**src/rtl/fpu_arbiter_pkg.sv**
```systemverilog
// fpu_pkg: float format, status codes and arbiter state type shared by the FPU arbiter slice.
package fpu_pkg;
    localparam int EXP_W  = 6;
    localparam int MANT_W = 25;
    localparam int BIAS   = 31;

    localparam logic [3:0] ST_EXACT     = 4'b0001;
    localparam logic [3:0] ST_INEXACT   = 4'b1111;
    localparam logic [3:0] ST_OVERFLOW  = 4'b0011;
    localparam logic [3:0] ST_UNDERFLOW = 4'b0111;
    localparam logic [3:0] ST_TIMEOUT   = 4'b0000;

    typedef enum logic [1:0] {IDLE, ISSUE, WAIT, RESP} arb_state_t;
endpackage

```
**src/rtl/fpu_arbiter_if.sv**
```systemverilog
// fpu_arbiter_if: requester handshake, shared response bus and FPU core signals.
interface fpu_arbiter_if #(parameter int NUM_REQ = 4);
    logic [NUM_REQ-1:0]    req_valid, req_ready, rsp_valid;
    logic [NUM_REQ*32-1:0] req_op_a, req_op_b;
    logic [31:0]           rsp_data, fpu_op_a, fpu_op_b, fpu_data;
    logic [3:0]            rsp_status, fpu_status;
    logic                  fpu_start, fpu_done;

    modport master (
        output req_valid, req_op_a, req_op_b, fpu_done, fpu_data, fpu_status,
        input  req_ready, rsp_valid, rsp_data, rsp_status, fpu_start, fpu_op_a, fpu_op_b
    );
    modport slave (
        input  req_valid, req_op_a, req_op_b, fpu_done, fpu_data, fpu_status,
        output req_ready, rsp_valid, rsp_data, rsp_status, fpu_start, fpu_op_a, fpu_op_b
    );
endinterface

```
**src/rtl/fpu_arbiter_rr_pick.sv**
```systemverilog
// rr_pick: combinational round-robin picker, first set request at or above the pointer with wrap.
module rr_pick #(
    parameter int N  = 4,
    parameter int IW = 2
) (
    input  logic [N-1:0]  req_i,
    input  logic [IW-1:0] ptr_i,
    output logic [N-1:0]  gnt_o,
    output logic [IW-1:0] idx_o,
    output logic          any_o
);
    always_comb begin
        any_o = |req_i;
        idx_o = '0;
        // scan downward so the closest requester above the pointer is written last
        for (int k = N - 1; k >= 0; k--) begin
            if (req_i[(int'(ptr_i) + k) % N]) idx_o = IW'((int'(ptr_i) + k) % N);
        end
        gnt_o = any_o ? (N'(1) << idx_o) : '0;
    end
endmodule

```
**src/rtl/fpu_arbiter.sv**
```systemverilog
// fpu_arbiter: round-robin scheduler sharing one multicycle FPU adder core among NUM_REQ requesters.
module fpu_arbiter
    import fpu_pkg::*;
#(
    parameter int NUM_REQ = 4,
    parameter int TIMEOUT = 64,
    parameter int CNT_W   = 7
) (
    input logic         clock,
    input logic         reset,
    fpu_arbiter_if.slave bus
);
    localparam int IW = NUM_REQ > 1 ? $clog2(NUM_REQ) : 1;

    arb_state_t         state_q, state_d;
    logic [IW-1:0]      ptr_q, ptr_d, grant_q, grant_d, win_idx;
    logic [CNT_W-1:0]   cnt_q, cnt_d;
    logic [31:0]        op_a_q, op_a_d, op_b_q, op_b_d, data_q, data_d;
    logic [3:0]         status_q, status_d;
    logic [NUM_REQ-1:0] win_oh;
    logic               win_any;

    rr_pick #(.N(NUM_REQ), .IW(IW)) u_pick (
        .req_i(bus.req_valid),
        .ptr_i(ptr_q),
        .gnt_o(win_oh),
        .idx_o(win_idx),
        .any_o(win_any)
    );

    always_comb begin
        state_d  = state_q;
        ptr_d    = ptr_q;
        grant_d  = grant_q;
        cnt_d    = cnt_q;
        op_a_d   = op_a_q;
        op_b_d   = op_b_q;
        data_d   = data_q;
        status_d = status_q;
        case (state_q)
            IDLE: if (win_any) begin
                state_d = ISSUE;
                grant_d = win_idx;
                op_a_d  = bus.req_op_a[32*win_idx +: 32];
                op_b_d  = bus.req_op_b[32*win_idx +: 32];
            end
            ISSUE: begin
                cnt_d   = '0;
                state_d = WAIT;
            end
            WAIT: if (bus.fpu_done) begin
                data_d   = bus.fpu_data;
                status_d = bus.fpu_status;
                state_d  = RESP;
            end else if (cnt_q == CNT_W'(TIMEOUT - 1)) begin
                data_d   = '0;
                status_d = ST_TIMEOUT;
                state_d  = RESP;
            end else begin
                cnt_d = cnt_q + 1'b1;
            end
            RESP: begin
                ptr_d   = (grant_q == IW'(NUM_REQ - 1)) ? '0 : grant_q + 1'b1;
                state_d = IDLE;
            end
            default: state_d = IDLE;
        endcase
    end

    always_ff @(posedge clock) begin
        if (reset) begin
            state_q  <= IDLE;
            ptr_q    <= '0;
            grant_q  <= '0;
            cnt_q    <= '0;
            op_a_q   <= '0;
            op_b_q   <= '0;
            data_q   <= '0;
            status_q <= '0;
        end else begin
            state_q  <= state_d;
            ptr_q    <= ptr_d;
            grant_q  <= grant_d;
            cnt_q    <= cnt_d;
            op_a_q   <= op_a_d;
            op_b_q   <= op_b_d;
            data_q   <= data_d;
            status_q <= status_d;
        end
    end

    assign bus.req_ready  = (state_q == IDLE) ? win_oh : '0;
    assign bus.rsp_valid  = (state_q == RESP) ? (NUM_REQ'(1) << grant_q) : '0;
    assign bus.fpu_start  = (state_q == ISSUE);
    assign bus.fpu_op_a   = op_a_q;
    assign bus.fpu_op_b   = op_b_q;
    assign bus.rsp_data   = data_q;
    assign bus.rsp_status = status_q;
endmodule

```
**src/flat_wrapper.sv**
```systemverilog
// flat-port wrapper written by rule: the top's interface ports become plain ports
module fpu_arbiter_flat import fpu_pkg::*;
#(
    parameter int NUM_REQ = 4,
    parameter int TIMEOUT = 64,
    parameter int CNT_W   = 7
)
  (clock, reset, bus_req_valid, bus_req_op_a, bus_req_op_b, bus_fpu_done, bus_fpu_data, bus_fpu_status, bus_req_ready, bus_rsp_valid, bus_rsp_data, bus_rsp_status, bus_fpu_start, bus_fpu_op_a, bus_fpu_op_b);
  fpu_arbiter_if #(.NUM_REQ(NUM_REQ)) bus_i ();
  input logic clock;
  input logic reset;
  input wire logic [$bits(bus_i.req_valid)-1:0] bus_req_valid;
  input wire logic [$bits(bus_i.req_op_a)-1:0] bus_req_op_a;
  input wire logic [$bits(bus_i.req_op_b)-1:0] bus_req_op_b;
  input wire logic [$bits(bus_i.fpu_done)-1:0] bus_fpu_done;
  input wire logic [$bits(bus_i.fpu_data)-1:0] bus_fpu_data;
  input wire logic [$bits(bus_i.fpu_status)-1:0] bus_fpu_status;
  output wire logic [$bits(bus_i.req_ready)-1:0] bus_req_ready;
  output wire logic [$bits(bus_i.rsp_valid)-1:0] bus_rsp_valid;
  output wire logic [$bits(bus_i.rsp_data)-1:0] bus_rsp_data;
  output wire logic [$bits(bus_i.rsp_status)-1:0] bus_rsp_status;
  output wire logic [$bits(bus_i.fpu_start)-1:0] bus_fpu_start;
  output wire logic [$bits(bus_i.fpu_op_a)-1:0] bus_fpu_op_a;
  output wire logic [$bits(bus_i.fpu_op_b)-1:0] bus_fpu_op_b;
  assign bus_i.req_valid = bus_req_valid;
  assign bus_i.req_op_a = bus_req_op_a;
  assign bus_i.req_op_b = bus_req_op_b;
  assign bus_i.fpu_done = bus_fpu_done;
  assign bus_i.fpu_data = bus_fpu_data;
  assign bus_i.fpu_status = bus_fpu_status;
  assign bus_req_ready = bus_i.req_ready;
  assign bus_rsp_valid = bus_i.rsp_valid;
  assign bus_rsp_data = bus_i.rsp_data;
  assign bus_rsp_status = bus_i.rsp_status;
  assign bus_fpu_start = bus_i.fpu_start;
  assign bus_fpu_op_a = bus_i.fpu_op_a;
  assign bus_fpu_op_b = bus_i.fpu_op_b;
  fpu_arbiter #(.NUM_REQ(NUM_REQ), .TIMEOUT(TIMEOUT), .CNT_W(CNT_W)) u_core (.clock(clock), .reset(reset), .bus(bus_i));
endmodule
```
**config.mk**
```make
export PLATFORM = sky130hd
export DESIGN_NAME = fpu_arbiter_flat
export DESIGN_NICKNAME = d
export VERILOG_FILES = /design/src/rtl/fpu_arbiter_pkg.sv /design/src/rtl/fpu_arbiter_if.sv /design/src/rtl/fpu_arbiter_rr_pick.sv /design/src/rtl/fpu_arbiter.sv /design/src/flat_wrapper.sv
export SDC_FILE = /design/constraint.sdc
export NUM_CORES = 1
export LEC_CHECK = 0
export CORE_AREA = 2 2 158 160
export CTS_CLUSTER_DIAMETER = 80
export CTS_CLUSTER_SIZE = 30
export DETAILED_ROUTE_END_ITERATION = 8
export DIE_AREA = 0 0 160 162
export HOLD_SLACK_MARGIN = 0.12
export PLACE_DENSITY = 0.67
export SYNTH_ARGS = -nofsm -noshare
export SYNTH_HDL_FRONTEND = slang
export SYNTH_SLANG_ARGS = --single-unit
```
**constraint.sdc**
```tcl
create_clock -name clock -period 2.7 [get_ports clock]
set_input_delay 0.405 -clock clock [delete_from_list [all_inputs] [get_ports clock]]
set_output_delay 0.405 -clock clock [all_outputs]
set_load 0.05 [all_outputs]
```
---- Yosys cells after proc, flatten, opt, wreduce, memory -nomap -nowiden ----
Index checks and enable logic that the tools add are counted.
Widths: inputs -> output; s select.
storage, ports and cells
  flip-flop bits (word level) ............. 113
  input bits .............................. 299
  output and inout port bits .............. 109
  logic and storage cells ................. 74
cells by class
  add/subtract/negate cells ............... 5
  order comparisons ....................... 4
  equal/unequal tests ..................... 9
  shift operators ......................... 4
  muxes and demuxes ....................... 30
  bitwise logic cells ..................... 3
  reduce and logical (&&, ||, !) cells .... 11
operators by type and width
  kind                 number
  $shiftx 128x8->32    2
  $mux 32              2
  $mux 4               5
  $mux 2               8
  $mux 7               2
  $pmux 7 s2           1
  $lt 3x4->1 const B   3
  $bmux 1 s2           4
  $pmux 2 s4           1
  $shl 1x2->4 const A  2
  $add 7x1->7 const B  1
  $eq 7x6->1 const B   1
  $mux 1               7
  $eq 2x2->1 const B   3
  $ne 2x2->1 const B   3
  $reduce_and 2->1     3
  $reduce_or 2->1      3
  $add 2x1->2 const B  2
  $add 2x2->2 const B  2
  $reduce_bool 2->1    2
  $reduce_or 4->1      1
  $and 1x1->1 const A  3
  $lt 2x3->1 const B   1
  $ne 3x2->1 const B   1
  other kinds (3)      3

---- Longest topological paths before layout ----
Gate-level depths: netlist of run 1.
  word-level depth ........................ 13
  mapped depth ............................ 8
  gate-level depth less buffers ........... 6

---- Cells and area by module ----
From an unflattened synthesis of run 1, not the netlist that was laid out.
unflattened totals
  cell total of the unflattened synthesis .. 551
  area, all modules ....................... 5844.4 µm²
by module, submodules not included
  module       times used  cells each  area each (µm²)  sequential area each (µm²)
  fpu_arbiter  1           522         5647.9           2262.2
  rr_pick      1           29          196.4            0.0

---- Worst setup path before layout of run 1 ----
No wires, ideal clock.
  path kind ............................... flip-flop to output port
  start point ............................. register u_core.state_q[0]
  end point ............................... output bus_req_ready[1]
  arrival time ............................ 2.242 ns
  required time ........................... 2.295 ns
  path slack .............................. 0.053 ns
  cell stages (with the launch flop) ...... 8
  buffers on the path ..................... 2
  path through ............................ dfxtp_1 > inv_1 > ha_1 > a21boi_0 > clkbuf_1 > clkbuf_1 > nand2_1 > nor2_1
on the way
  cells in the longest elaborated chain, start to end .. 2
ends and longest elaborated chain
  element                   line                source
  start: declaration        fpu_arbiter.sv:15   arb_state_t state_q, state_d;
  start signal: assignment  fpu_arbiter.sv:81   state_q <= state_d;
  $logic_not 2->1           fpu_arbiter.sv:92   assign bus.req_ready = (state_q == IDLE) ? win_oh : '0;
  $mux 4                    fpu_arbiter.sv:92
  end: declaration          flat_wrapper.sv:18  output wire logic [$bits(bus_i.req_ready)-1:0] bus_req_ready;
Every way passes these cells.

---- Final worst setup path of run 1 ----
  start point ............................. input bus_req_valid[2]
  end point ............................... output bus_req_ready[1]
on the way
  cells in the longest elaborated chain, start to end .. 10
ends and longest elaborated chain
  element                                    line                       source
  start: declaration                         flat_wrapper.sv:12         input wire logic [$bits(bus_i.req_valid)-1:0] bus_req_valid;
  $bmux 1 s2                                 fpu_arbiter_rr_pick.sv:17  if (req_i[(int'(ptr_i) + k) % N]) idx_o = IW'((int'(ptr_i) + k) % N);
  $mux 1 (not written as such) (2 in a row)  fpu_arbiter_rr_pick.sv:17
  $mux 2 (4 in a row)                        fpu_arbiter_rr_pick.sv:17
  $shl 1x2->4                                fpu_arbiter_rr_pick.sv:19  gnt_o = any_o ? (N'(1) << idx_o) : '0;
  $mux 4 *                                   fpu_arbiter_rr_pick.sv:19
  $mux 4 *                                   fpu_arbiter.sv:92
Mark *: on every way between the ends. The rest lies on a longest branch, timed or not. The select of a mux whose other input is x is not followed.

==> summary.txt, run 1 <==
Pwr
  – Pint: about 5.2 mW
  – Leak Pwr: about 4.7 nW
  – Combinational power share: 0.519
  – Power Density: about 730 nW/µm²
  – Sw Pwr: 3.993 mW
  – Peak supply drop: ~0.45 mV
  – Clock share of power: 0.243
  – Switching fraction of total power: 0.4327
  – Seq pwr share: 0.239

Synthesis
  – Synth Area in Compound Gates: 0.3350
  – EDFF count, synth: 0
  – Post-Syn Area per Cell: about 8 µm²
  – FF+latch count, synth: about 110
  – FFs w/ async S/R, synth: 0
  – Top_reg_cell synth: dfxtp_1
  – Post-synthesis mux area share: 0.005611
  – Synth Cell Area: about 7600 µm²
  – Yosys warns: 0
  – Synth Area in Adders: 0.01485
  – Netlist cell types: 39
  – Post-Synth Simple-Gate Area: 0.2718
  – Register area share after synthesis: 0.2984
  – Xor/xnor cell area share of the yosys netlist: 0.004621
  – Cells after Synth: approximately 960
  – Largest family of logic cells by synthesized area: compound AO/OA/AOI/OAI gates
  – Syn Nets: 1264

Floorplan
  – Die Wd: around 160 µm
  – Starting Density: 0.3145
  – Die Y: around 160 µm
  – Std-Cell Rows: 57
  – Ports: 408
  – Die area: roughly 26000 µm²
  – CORE AREA: roughly 24000 µm²

Timing
  – WHS: between 0.3 and 0.4 ns
  – Slew margin rel.: 0.5804
  – Max Fclk: 382.6 MHz
  – Unrepaired setup endpoints after global routing: no
  – Final Critical Period: 2.613 ns
  – Final hold violation count: 0
  – Clock Skews: approximately 0.018 ns
  – Final Max Slew Viols: 0
  – Post-route setup slack: just under 0.09 ns
  – Fin crit share: 0.9680
  – Worst slew pin tran: around 0.63 ns
  – Final setup fails: 0
  – Setup_tns: 0 ns

Setup path
  – Worst stage delay on the critical path: 0.61 ns
  – Critical Path AT: around 2.2 ns
  – Setup CP Type: input pin to output port
  – Crit path buffers/inverters: 2
  – Top Family by Delay on Critical Path: simple AND/OR/NAND/NOR gates
  – Required time of the worst setup path: approximately 2.3 ns
  – Crit path launch: bus_req_valid[2]
  – Crit Path Max Fanout: 8
  – Startpoint Class: input pin
  – Cell chain of the critical path: clkdlybuf4s50_1, nor2b_1, or4b_4, nand2_1, nand2_1, nor2_2, buf_12
  – Endpoint type of the worst setup path: output port
  – Critical R2R Launch: u_core.ptr_q[0]
  – Most used cell, CP: nand2_1
  – Slowest-stage cell, CP: or4b_4

Finish
  – Layout cells sized above 1: 0.06647
  – Post-route cell area: 12650 µm²
  – Core Util, Final: 0.5247
  – Area Growth Syn to Fin: 66.83%
  – Ant diodes: 0
  – Most frequent cells in the layout: clkdlybuf4s50_1 (402), and3_1 (126), a21boi_0 (116)
  – Fin nets: between 1500 and 2000
  – Commonest non-fill, non-tap cell in the layout: clkdlybuf4s50_1

Placed design
  – Dpl hpwl: ~21 mm
  – I/O Buffers: about 410
  – Gp weighted congestion: between 0.8 and 0.9
  – Post-DP Area: 12060 µm²
  – Place WS: -0.05432 ns

Clock tree
  – Hold_buf cts: 0
  – Clock-pin slew on the worst setup and hold paths: approximately 0.070 ns
  – Clk_lat worst skew: 0.42 ns
  – CTS root buffer: clkbuf_16
  – CTS buffer count: 17
  – H-tree depth: 4
  – CTS Sinks: 113
  – CTS tree: built
  – Maximum clock path buffer count: 2

Worst hold path
  – Worst Hold Class: input pin to register
  – Worst hold start: reset

Routing
  – Via count: 8604
  – Initial DRC count: approximately 640
  – ANT nets after route: 0
  – Remaining DRCs: 0
  – Final wirelength: between 30 and 40 mm
  – TritonRoute pass-1 iters: 7
  – DR WL/cell: about 18 µm
  – Via density: 5.221

GRT
  – Largest net degree at the start of global routing: 138
  – Global-route wire length before repair: between 40 and 50 mm
  – Total gr overflow: 0
  – Overall Global Routing Usage: 0.2210
  – Initial antenna violation count: 0
  – Vias in the first global route: around 8400

Job
  – Max-Cap Viols: 0

Outcome
  – Run status: completed
[metrics by stage]
step / instances / total power, mW
after floorplan: 956 / 5.034
after global placement: 1616 / 6.990
after detailed placement: 1616 / 7.021
after CTS: 1648 / 9.313
after global routing: 1648 / 9.712
final: 1648 / 9.228
[layout make-up]
class | instances | area [µm²]
fillers | 2330 | 11460
multi-input cells | 728 | 4837
repair buffers | 444 | 4543
flip-flops and latches | 113 | 2262
clock buffers | 18 | 429.2
well taps | 324 | 405.4
clock inverters | 14 | 143.9
inverters | 7 | 26.28
[worst register-to-register path, delay by kind of cell (launching register included)]
| family | cells | cell delay [ns] |
|---|---|---|
| flip-flops | 1 | 0.40 |
| AND/OR/NAND/NOR | 3 | 0.98 |
| buffers and inverters | 2 | 0.39 |
| AO/OA/AOI/OAI | 2 | 0.36 |
[Yosys cell counts (all sizes together) (8+ instances only)]
cell / count / share of area
a21boi: 128 / 0.13
and3: 126 / 0.10
dfxtp: 113 / 0.30
clkbuf: 85 / 0.043
a21oi: 69 / 0.046
and2: 69 / 0.057
nor3b: 64 / 0.063
o21ai: 64 / 0.042
o32ai: 63 / 0.073
nor2: 54 / 0.027
a22oi: 37 / 0.037
buf: 23 / 0.023
ha: 9 / 0.015
nand2: 8 / 0.0040
[power by group through the flow]
stage / sequential, mW / clock, mW / combinational [mW]
4_1_cts: 2.20 / 2.30 / 4.81
2_1_floorplan: 3.21 / 0 / 1.83
5_1_grt: 2.24 / 2.37 / 5.10
6_report: 2.20 / 2.24 / 4.79
3_5_place_dp: 2.23 / 0 / 4.79
3_3_place_gp: 2.22 / 0 / 4.77
[metal layers]
metal	global-route usage	share of wire	up-vias
met3	0.07022	0.075	36
met4	0.06675	0.022	0
met2	0.3804	0.48	318
li1	-	-	4250
met5	0	0	-
met1	0.2639	0.42	4000
[logic make-up after synthesis]
group / after synthesis
adder cells (fa/ha/maj): 9
buffers and inverters: 115
AO/OA/AOI/OAI: 370
flip-flops: 113
multiplexers: 4
XOR/XNOR: 4
AND/OR/NAND/NOR: 341
[sequential cells by signal, indices dropped and copies added, names as in the netlist]
signal,flops
u_core.cnt_q,7
u_core.bus.rsp_status,4
u_core.bus.fpu_op_a,32
u_core.state_q,2
u_core.grant_q,2
u_core.ptr_q,2
u_core.bus.fpu_op_b,32
u_core.bus.rsp_data,32
[final timing paths]
kind | endpoint | slack, ns | cells after the start
setup / recovery | bus_req_ready[1] | 0.09 | 7
hold / removal | u_core.bus.rsp_data[20] | 0.34 | 2
setup reg to reg | u_core.bus.fpu_op_b[10] | 0.42 | 7
hold reg to reg | u_core.cnt_q[6] | 0.45 | 2
[repair_timing]
| action | in CTS | in global routing |
|---|---|---|
| resized for setup | 0 | 3 |
| setup buffers | 0 | 0 |
| endpoints found under the setup margin | 0 | 2 |
| hold endpoints to repair | 0 | 0 |
No activity file was read; power rests on OpenSTA's default activity.
==> inputs of run 2 (changes only) <==
- GPL_TIMING_DRIVEN: default -> 0
==> run 2 against run 1 <==
Maximum frequency rose by 0.16%. Via count is 6.8% higher. Largest power group unchanged. Core utilization is 0.23 points higher. Power up 0.77%. Clock skew decreased by 0.0044 ns. Global-route usage is 5.2 points higher.
==> summary.txt, run 2 (synthesized netlist as in run 1, its figures left out) <==
GRT
  – Global-route wire length before repair: 55.17 mm (was 46.15 mm)
  – Global route hottest layer: met2 (unchanged)
  – GR Layer Usage met2: 0.4780 (was 0.3804)
  – Met1 Use GR: 0.3273 (was 0.2639)
  – Met3 usage: 0.07457 (was 0.07022)
  – Largest net degree at the start of global routing: 17 (was 138)
  – Overall Global Routing Usage: 0.2728 (was 0.2210)
  – Vias in the first global route: 9277 (was 8370)
  – Total gr overflow: 0 (unchanged)
  – Initial antenna violation count: 5 (was 0)

Floorplan
  – Ports: 408 (unchanged)
  – Die Y: 162 µm (unchanged)
  – Die Wd: 160 µm (unchanged)
  – Die area: 25920 µm² (unchanged)
  – CORE AREA: 24110 µm² (unchanged)
  – Starting Density: 0.3145 (unchanged)
  – Std-Cell Rows: 57 (unchanged)

Setup path
  – Reg2reg path depth: 8 (was 7)
  – Setup CP Type: register to output port (was input pin to output port)
  – Endpoint type of the worst setup path: output port (unchanged)
  – Critical R2R Launch: u_core.ptr_q[0] (unchanged)
  – Worst stage delay on the critical path: 0.54 ns (was 0.61 ns)
  – R2r setup slk: 0.23 ns (was 0.42 ns)
  – Required time of the worst setup path: 2.30 ns (about the same)
  – Crit Path Max Fanout: 10 (was 8)
  – R2R Path End: u_core.bus.fpu_op_b[18] (was u_core.bus.fpu_op_b[10])
  – Critical Path AT: 2.20 ns (was 2.21 ns)
  – Slowest-stage cell, CP: or4b_1 (was or4b_4)
  – Crit path launch: u_core.ptr_q[0] (was bus_req_valid[2])
  – Setup crit end: bus_req_ready[1] (unchanged)
  – Startpoint Class: register (was input pin)
  – WP depth: 7 (unchanged)
  – Crit path buffers/inverters: 2 (unchanged)
  – Cell chain of the critical path: nor2b_1, or4b_1, buf_6, nand2_2, nand2_1, nor2_1, buf_6 (was clkdlybuf4s50_1, nor2b_1, or4b_4, nand2_1, nand2_1, nor2_2, buf_12)
  – Most used cell, CP: buf_6 (was nand2_1)
  – Top Family by Delay on Critical Path: simple AND/OR/NAND/NOR gates (unchanged)

Worst hold path
  – Worst hold start: u_core.cnt_q[6] (was reset)
  – Worst Hold Class: register to register (was input pin to register)

Clock tree
  – CTS root buffer: clkbuf_16 (unchanged)
  – Maximum clock path buffer count: 2 (unchanged)
  – CTS tree: built (unchanged)
  – CTS buffer count: 17 (unchanged)
  – H-tree depth: 4 (unchanged)
  – CTS Sinks: 113 (unchanged)
  – Hold_buf cts: 0 (unchanged)
  – Clock-pin slew on the worst setup and hold paths: 0.06 ns (was 0.07 ns)
  – Clk_lat worst skew: 0.43 ns (was 0.42 ns)

Timing
  – Clock Skews: 0.01340 ns (was 0.01781 ns)
  – Unrepaired setup endpoints after global routing: no (unchanged)
  – Setup_tns: 0 ns (unchanged)
  – Final hold violation count: 0 (unchanged)
  – Worst slew pin tran: 0.9544 ns (was 0.6275 ns)
  – Final setup fails: 0 (unchanged)
  – Final Max Slew Viols: 0 (unchanged)
  – Slew margin rel.: 0.3537 (was 0.5804)
  – Final Critical Period: 2.609 ns (was 2.613 ns)
  – Fin crit share: 0.9665 (was 0.9680)
  – Post-route setup slack: 0.09057 ns (was 0.08652 ns)
  – Max Fclk: 383.2 MHz (was 382.6 MHz)

Placed design
  – I/O Buffers: 406 (was 407)
  – Placed Instances: 1687 (was 1616)
  – Place WS: -1.500 ns (was -0.05432 ns)
  – Post-DP Area: 12070 µm² (was 12060 µm²)
  – Dpl hpwl: 27.96 mm (was 21.17 mm)
  – Gp weighted congestion: 0.9047 (was 0.8272)

Finish
  – Fill count: 2402 (was 2330)
  – Final Non-Filler Cells: 1721 (was 1648)
  – Fin nets: 1689 (was 1619)
  – Commonest non-fill, non-tap cell in the layout: clkdlybuf4s50_1 (unchanged)
  – Core Util, Final: 0.5270 (was 0.5247)
  – Most frequent cells in the layout: clkdlybuf4s50_1 (398), and3_1 (126), a21boi_0 (116) (was clkdlybuf4s50_1 (402), and3_1 (126), a21boi_0 (116))
  – Area Growth Syn to Fin: 67.57% (was 66.83%)
  – Layout cells sized above 1: 0.05452 (was 0.06647)
  – Post-route cell area: 12700 µm² (was 12650 µm²)

Job
  – Max-Cap Viols: 0 (unchanged)

Pwr
  – Peak supply drop: 0.4045 mV (was 0.4454 mV)
  – Leak Pwr: 4.689 nW (was 4.686 nW)
  – Power Density: 732.0 nW/µm² (was 729.6 nW/µm²)

Outcome
  – Run status: completed (unchanged)

Routing
  – TritonRoute pass-1 iters: 5 (was 7)
  – ANT nets after route: 0 (unchanged)
  – DR WL/cell: 21.25 µm (was 18.36 µm)
  – Via count: 9193 (was 8604)
  – Via density: 5.342 (was 5.221)
  – Final wirelength: 36.57 mm (was 30.25 mm)
  – Initial DRC count: 672 (was 638)
  – Remaining DRCs: 0 (unchanged)
## run 2: worst register-to-register path, cell delays in order (launching register included)
cell      delay (ns)
dfxtp_1         0.39
nor2b_1         0.09
or4b_1          0.54
buf_6           0.19
buf_6           0.18
clkbuf_1        0.26
and3_1          0.28
o21ai_0         0.27
a21oi_1         0.11
## run 2: metrics by stage
| step | power (mW) | hold slack [ns] |
|---|---|---|
| floorplan | 5.034 | 0.4226 |
| global placement | 6.886 | 0.4294 |
| detailed placement | 6.923 | 0.4446 |
| finish | 9.298 | 0.4510 |
| global route | 9.709 | 0.4675 |
| CTS | 9.324 | 0.4506 |
## run 2: worst min path at each step
stage,endpoint,slack (ns),cells after the start
after floorplan,u_core.cnt_q[6],0.42,2
after global routing,u_core.cnt_q[6],0.47,2
after CTS,u_core.cnt_q[6],0.45,2
after global placement,u_core.cnt_q[6],0.43,2
final,u_core.cnt_q[6],0.45,2
after detailed placement,u_core.cnt_q[6],0.44,2
## run 2: routing by layer
| layer | vias up | part of all wire |
|---|---|---|
| met5 | - | 0.00036 |
| met2 | 394 | 0.49 |
| li1 | 4403 | - |
| met4 | 2 | 0.023 |
| met1 | 4344 | 0.41 |
| met3 | 50 | 0.077 |
## run 2: cell type report
class | count | area [µm²] | area share
plain buffers | 106 | 511.7 | 0.04028
inverters | 7 | 26.28 | 0.002068
repair buffers | 408 | 4069 | 0.3203
multi-input cells | 728 | 4828 | 0.3801
diodes | 3 | 7.507 | 0.0005910
clock inverters | 13 | 150.1 | 0.01182
clock buffers | 19 | 442.9 | 0.03487
well taps | 324 | 405.4 | 0.03191
flip-flops and latches | 113 | 2262 | 0.1781
## run 2: report_power, final
group | leakage (nW) | switching, mW | internal, mW | total (mW)
Clock | 0.285 | 0.927 | 1.40 | 2.33
Combinational | 3.48 | 2.95 | 1.80 | 4.75
Sequential | 0.923 | 0.232 | 1.99 | 2.22
Total | 4.69 | 4.11 | 5.19 | 9.30
## run 2: timing repair
item	4_1_cts	5_1_grt
setup endpoints to repair	64	4
resized for setup	44	1
gates cloned	0	0
pin swaps	1	0
setup buffers	1	0
==> inputs of run 3 (changes only) <==
- ABC_AREA: default -> 1
- RECOVER_POWER: default -> 50
==> run 3 against run 2 <==
Register-to-register slack improved by 0.25 ns. Clock power increased by 5%. Power is 27% higher. Core utilization shrank 3.6 points. Largest cell class is now non-clock buffers. Via count fell by 3.5%. First-iteration DRC count decreased by 18%.
==> summary.txt, run 3 <==
Timing
  – Final Max Slew Viols: 0 (unchanged)
  – Fin crit share: 0.9557 (was 0.9665)
  – WHS: 0.4552 ns (was 0.4510 ns)
  – Final setup fails: 0 (unchanged)
  – Final Critical Period: 2.580 ns (was 2.609 ns)
  – Unrepaired setup endpoints after global routing: no (unchanged)
  – Worst slew pin tran: 0.8592 ns (was 0.9544 ns)
  – Final hold violation count: 0 (unchanged)
  – Slew margin rel.: 0.4272 (was 0.3537)
  – Clock Skews: 0.009880 ns (was 0.01340 ns)
  – Max Fclk: 387.5 MHz (was 383.2 MHz)

Finish
  – Area Growth Syn to Fin: 76.23% (was 67.57%)
  – Most frequent cells in the layout: nand2_1 (367), clkdlybuf4s50_1 (308), nor2_1 (270) (was clkdlybuf4s50_1 (398), and3_1 (126), a21boi_0 (116))
  – Fin nets: 1875 (was 1689)
  – Core Util, Final: 0.4908 (was 0.5270)
  – Layout cells sized above 1: 0.06337 (was 0.05452)
  – Commonest non-fill, non-tap cell in the layout: nand2_1 (was clkdlybuf4s50_1)

Job
  – Max-Cap Viols: 0 (unchanged)

Floorplan
  – Std-Cell Rows: 57 (unchanged)
  – Die area: 25920 µm² (unchanged)
  – Ports: 408 (unchanged)
  – Starting Density: 0.2785 (was 0.3145)
  – Die Y: 162 µm (unchanged)
  – CORE AREA: 24110 µm² (unchanged)
  – Die Wd: 160 µm (unchanged)

Placed design
  – Gp weighted congestion: 0.9121 (was 0.9047)
  – Dpl hpwl: 25.90 mm (was 27.96 mm)
  – I/O Buffers: 406 (unchanged)

Synthesis
  – EDFF count, synth: 0 (unchanged)
  – Register area share after synthesis: 0.3370 (was 0.2984)
  – Cell taking the most area after synthesis: dfxtp_1 (unchanged)
  – Top cells by area, synth: dfxtp_1 (34%), nand2_1 (21%), nor2_1 (15%) (was dfxtp_1 (30%), a21boi_0 (12%), and3_1 (10%))
  – Top_reg_cell synth: dfxtp_1 (unchanged)
  – Synth Cell Area: 6713 µm² (was 7581 µm²)
  – Most frequent cells after synthesis: nand2_1 (368), nor2_1 (271), nand3_1 (198), dfxtp_1 (113), a21oi_1 (45) (was and3_1 (126), a21boi_0 (117), dfxtp_1 (113), clkbuf_1 (81))
  – FFs w/ async S/R, synth: 0 (unchanged)
  – Post-Syn Area per Cell: 5.863 µm² (was 7.930 µm²)
  – Yosys warns: 0 (unchanged)
  – FF+latch count, synth: 113 (unchanged)
  – Syn Nets: 1453 (was 1264)
  – Most frequent cell after synthesis: nand2_1 (was and3_1)
  – Post-synth top area share: 0.3370 (was 0.2984)
  – Cells after Synth: 1145 (was 956)
  – Netlist cell types: 28 (was 39)

Outcome
  – Run status: completed (unchanged)

Setup path
  – Required time of the worst setup path: 2.30 ns (about the same)
  – Startpoint Class: register (unchanged)
  – Crit path buffers/inverters: 3 (was 2)
  – Cell chain of the critical path: ha_1, clkbuf_1, nand2_1, inv_1, clkdlybuf4s50_1 (was nor2b_1, or4b_1, buf_6, nand2_2, nand2_1, nor2_1, buf_6)
  – Endpoint type of the worst setup path: output port (unchanged)
  – Worst stage delay on the critical path: 0.82 ns (was 0.54 ns)
  – Top Family by Delay on Critical Path: buffers and inverters (was simple AND/OR/NAND/NOR gates)
  – Crit Path Max Fanout: 8 (was 10)
  – Setup CP Type: register to output port (unchanged)
  – Slowest-stage cell, CP: clkdlybuf4s50_1 (was or4b_1)
  – Critical Path AT: 2.18 ns (was 2.20 ns)

GRT
  – Initial antenna violation count: 1 (was 5)
  – Total gr overflow: 0 (unchanged)
  – Global-route wire length before repair: 48.67 mm (was 55.17 mm)
  – Overall Global Routing Usage: 0.2436 (was 0.2728)
  – Largest net degree at the start of global routing: 20 (was 17)
  – Vias in the first global route: 8700 (was 9277)

Clock tree
  – CTS Sinks: 113 (unchanged)
  – Clk_lat worst skew: 0.41 ns (was 0.43 ns)
  – CTS root buffer: clkbuf_16 (unchanged)
  – Clock-pin slew on the worst setup and hold paths: 0.05 ns (was 0.06 ns)
  – CTS buffer count: 17 (unchanged)
  – Maximum clock path buffer count: 2 (unchanged)
  – CTS tree: built (unchanged)
  – H-tree depth: 4 (unchanged)

Worst hold path
  – Worst Hold Class: register to register (unchanged)

Pwr
  – Pwr Total: 11.79 mW (was 9.298 mW)
  – Peak supply drop: 0.4588 mV (was 0.4045 mV)
  – Leak Pwr: 5.351 nW (was 4.689 nW)
  – Power Density: 996.4 nW/µm² (was 732.0 nW/µm²)

Routing
  – Final wirelength: 32.49 mm (was 36.57 mm)
  – Via density: 4.661 (was 5.342)
  – Via count: 8875 (was 9193)
  – TritonRoute pass-1 iters: 5 (unchanged)
  – ANT nets after route: 0 (unchanged)
  – DR WL/cell: 17.06 µm (was 21.25 µm)
  – Remaining DRCs: 0 (unchanged)
  – Initial DRC count: 553 (was 672)
run 3: cell types whose count changed after synthesis, sizes merged, moves of 63 or more:
cell and change:
nand2 +364, nor2 +218, nand3 +196, a21boi -128, and3 -126, and2 -69, nor3b -64, o32ai -63
run 3: area by class of cell:
| cell class | instances | area, µm² |
|---|---|---|
| fillers | 2534 | 12280 |
| repair buffers | 407 | 4065 |
| multi-input cells | 918 | 3946 |
| flip-flops and latches | 113 | 2263 |
| clock buffers | 20 | 466.7 |
| well taps | 324 | 405.4 |
| plain buffers | 78 | 396.6 |
| clock inverters | 10 | 158.9 |
| inverters | 32 | 122.6 |
| diodes | 2 | 5.005 |
run 3: tightest hold or removal path, delay by kind of cell, from the launching register on:
family / cells / cell delay, ns
flops: 1 / 0.30
compound gates: 1 / 0.05
simple gates: 1 / 0.06
run 3: timing repair:
action | CTS | global route
endpoints found under the setup margin | 4 | 3
resized for setup | 26 | 11
hold buffers | 0 | 0
pin swaps | 1 | 0
buffers inserted | 1 | 0
run 3: routing by layer:
metal | wire length, µm | track usage | vias to the layer above
li1 | - | - | 4475
met1 | 13140 | 0.2800 | 3956
met2 | 15780 | 0.4268 | 394
met3 | 2700 | 0.07150 | 50
met4 | 861 | 0.09623 | 0
met5 | 0 | 0 | -
run 3: cell families (layout without fill, tap and decap cells):
group | after synthesis | count (layout) | synth area share
compound gates | 58 | 58 | 0.04567
other cells | 0 | 2 | 0
flops | 113 | 113 | 0.3370
simple gates | 848 | 848 | 0.5189
buf+inv | 114 | 547 | 0.07773
fa+ha+maj | 9 | 9 | 0.01678
xor+xnor | 3 | 3 | 0.003915
run 3: where the power goes:
group / switching [mW] / internal, mW
clock network: 0.831 / 1.61
logic: 4.69 / 2.25
registers: 0.266 / 2.15
run 3: final timing paths:
kind | start | to | slack, ns | depth (start not counted)
min | u_core.bus.rsp_data[15] | u_core.bus.rsp_data[15] | 0.46 | 2
max reg2reg | u_core.cnt_q[1] | u_core.bus.rsp_data[22] | 0.48 | 7
max | u_core.state_q[1] | bus_rsp_valid[2] | 0.12 | 5
min reg2reg | u_core.bus.rsp_data[15] | u_core.bus.rsp_data[15] | 0.46 | 2
run 3: through the flow:
stage,worst slack (ns),cell area [µm²],TNS (ns),cells
after floorplan,0.2781,6713,0,1145
after global placement,-1.098,11180,-4.507,1875
after detailed placement,-1.056,11180,-4.056,1875
after CTS,0.01161,11790,0,1902
after global routing,0.002103,11830,0,1903
final,0.1196,11830,0,1904
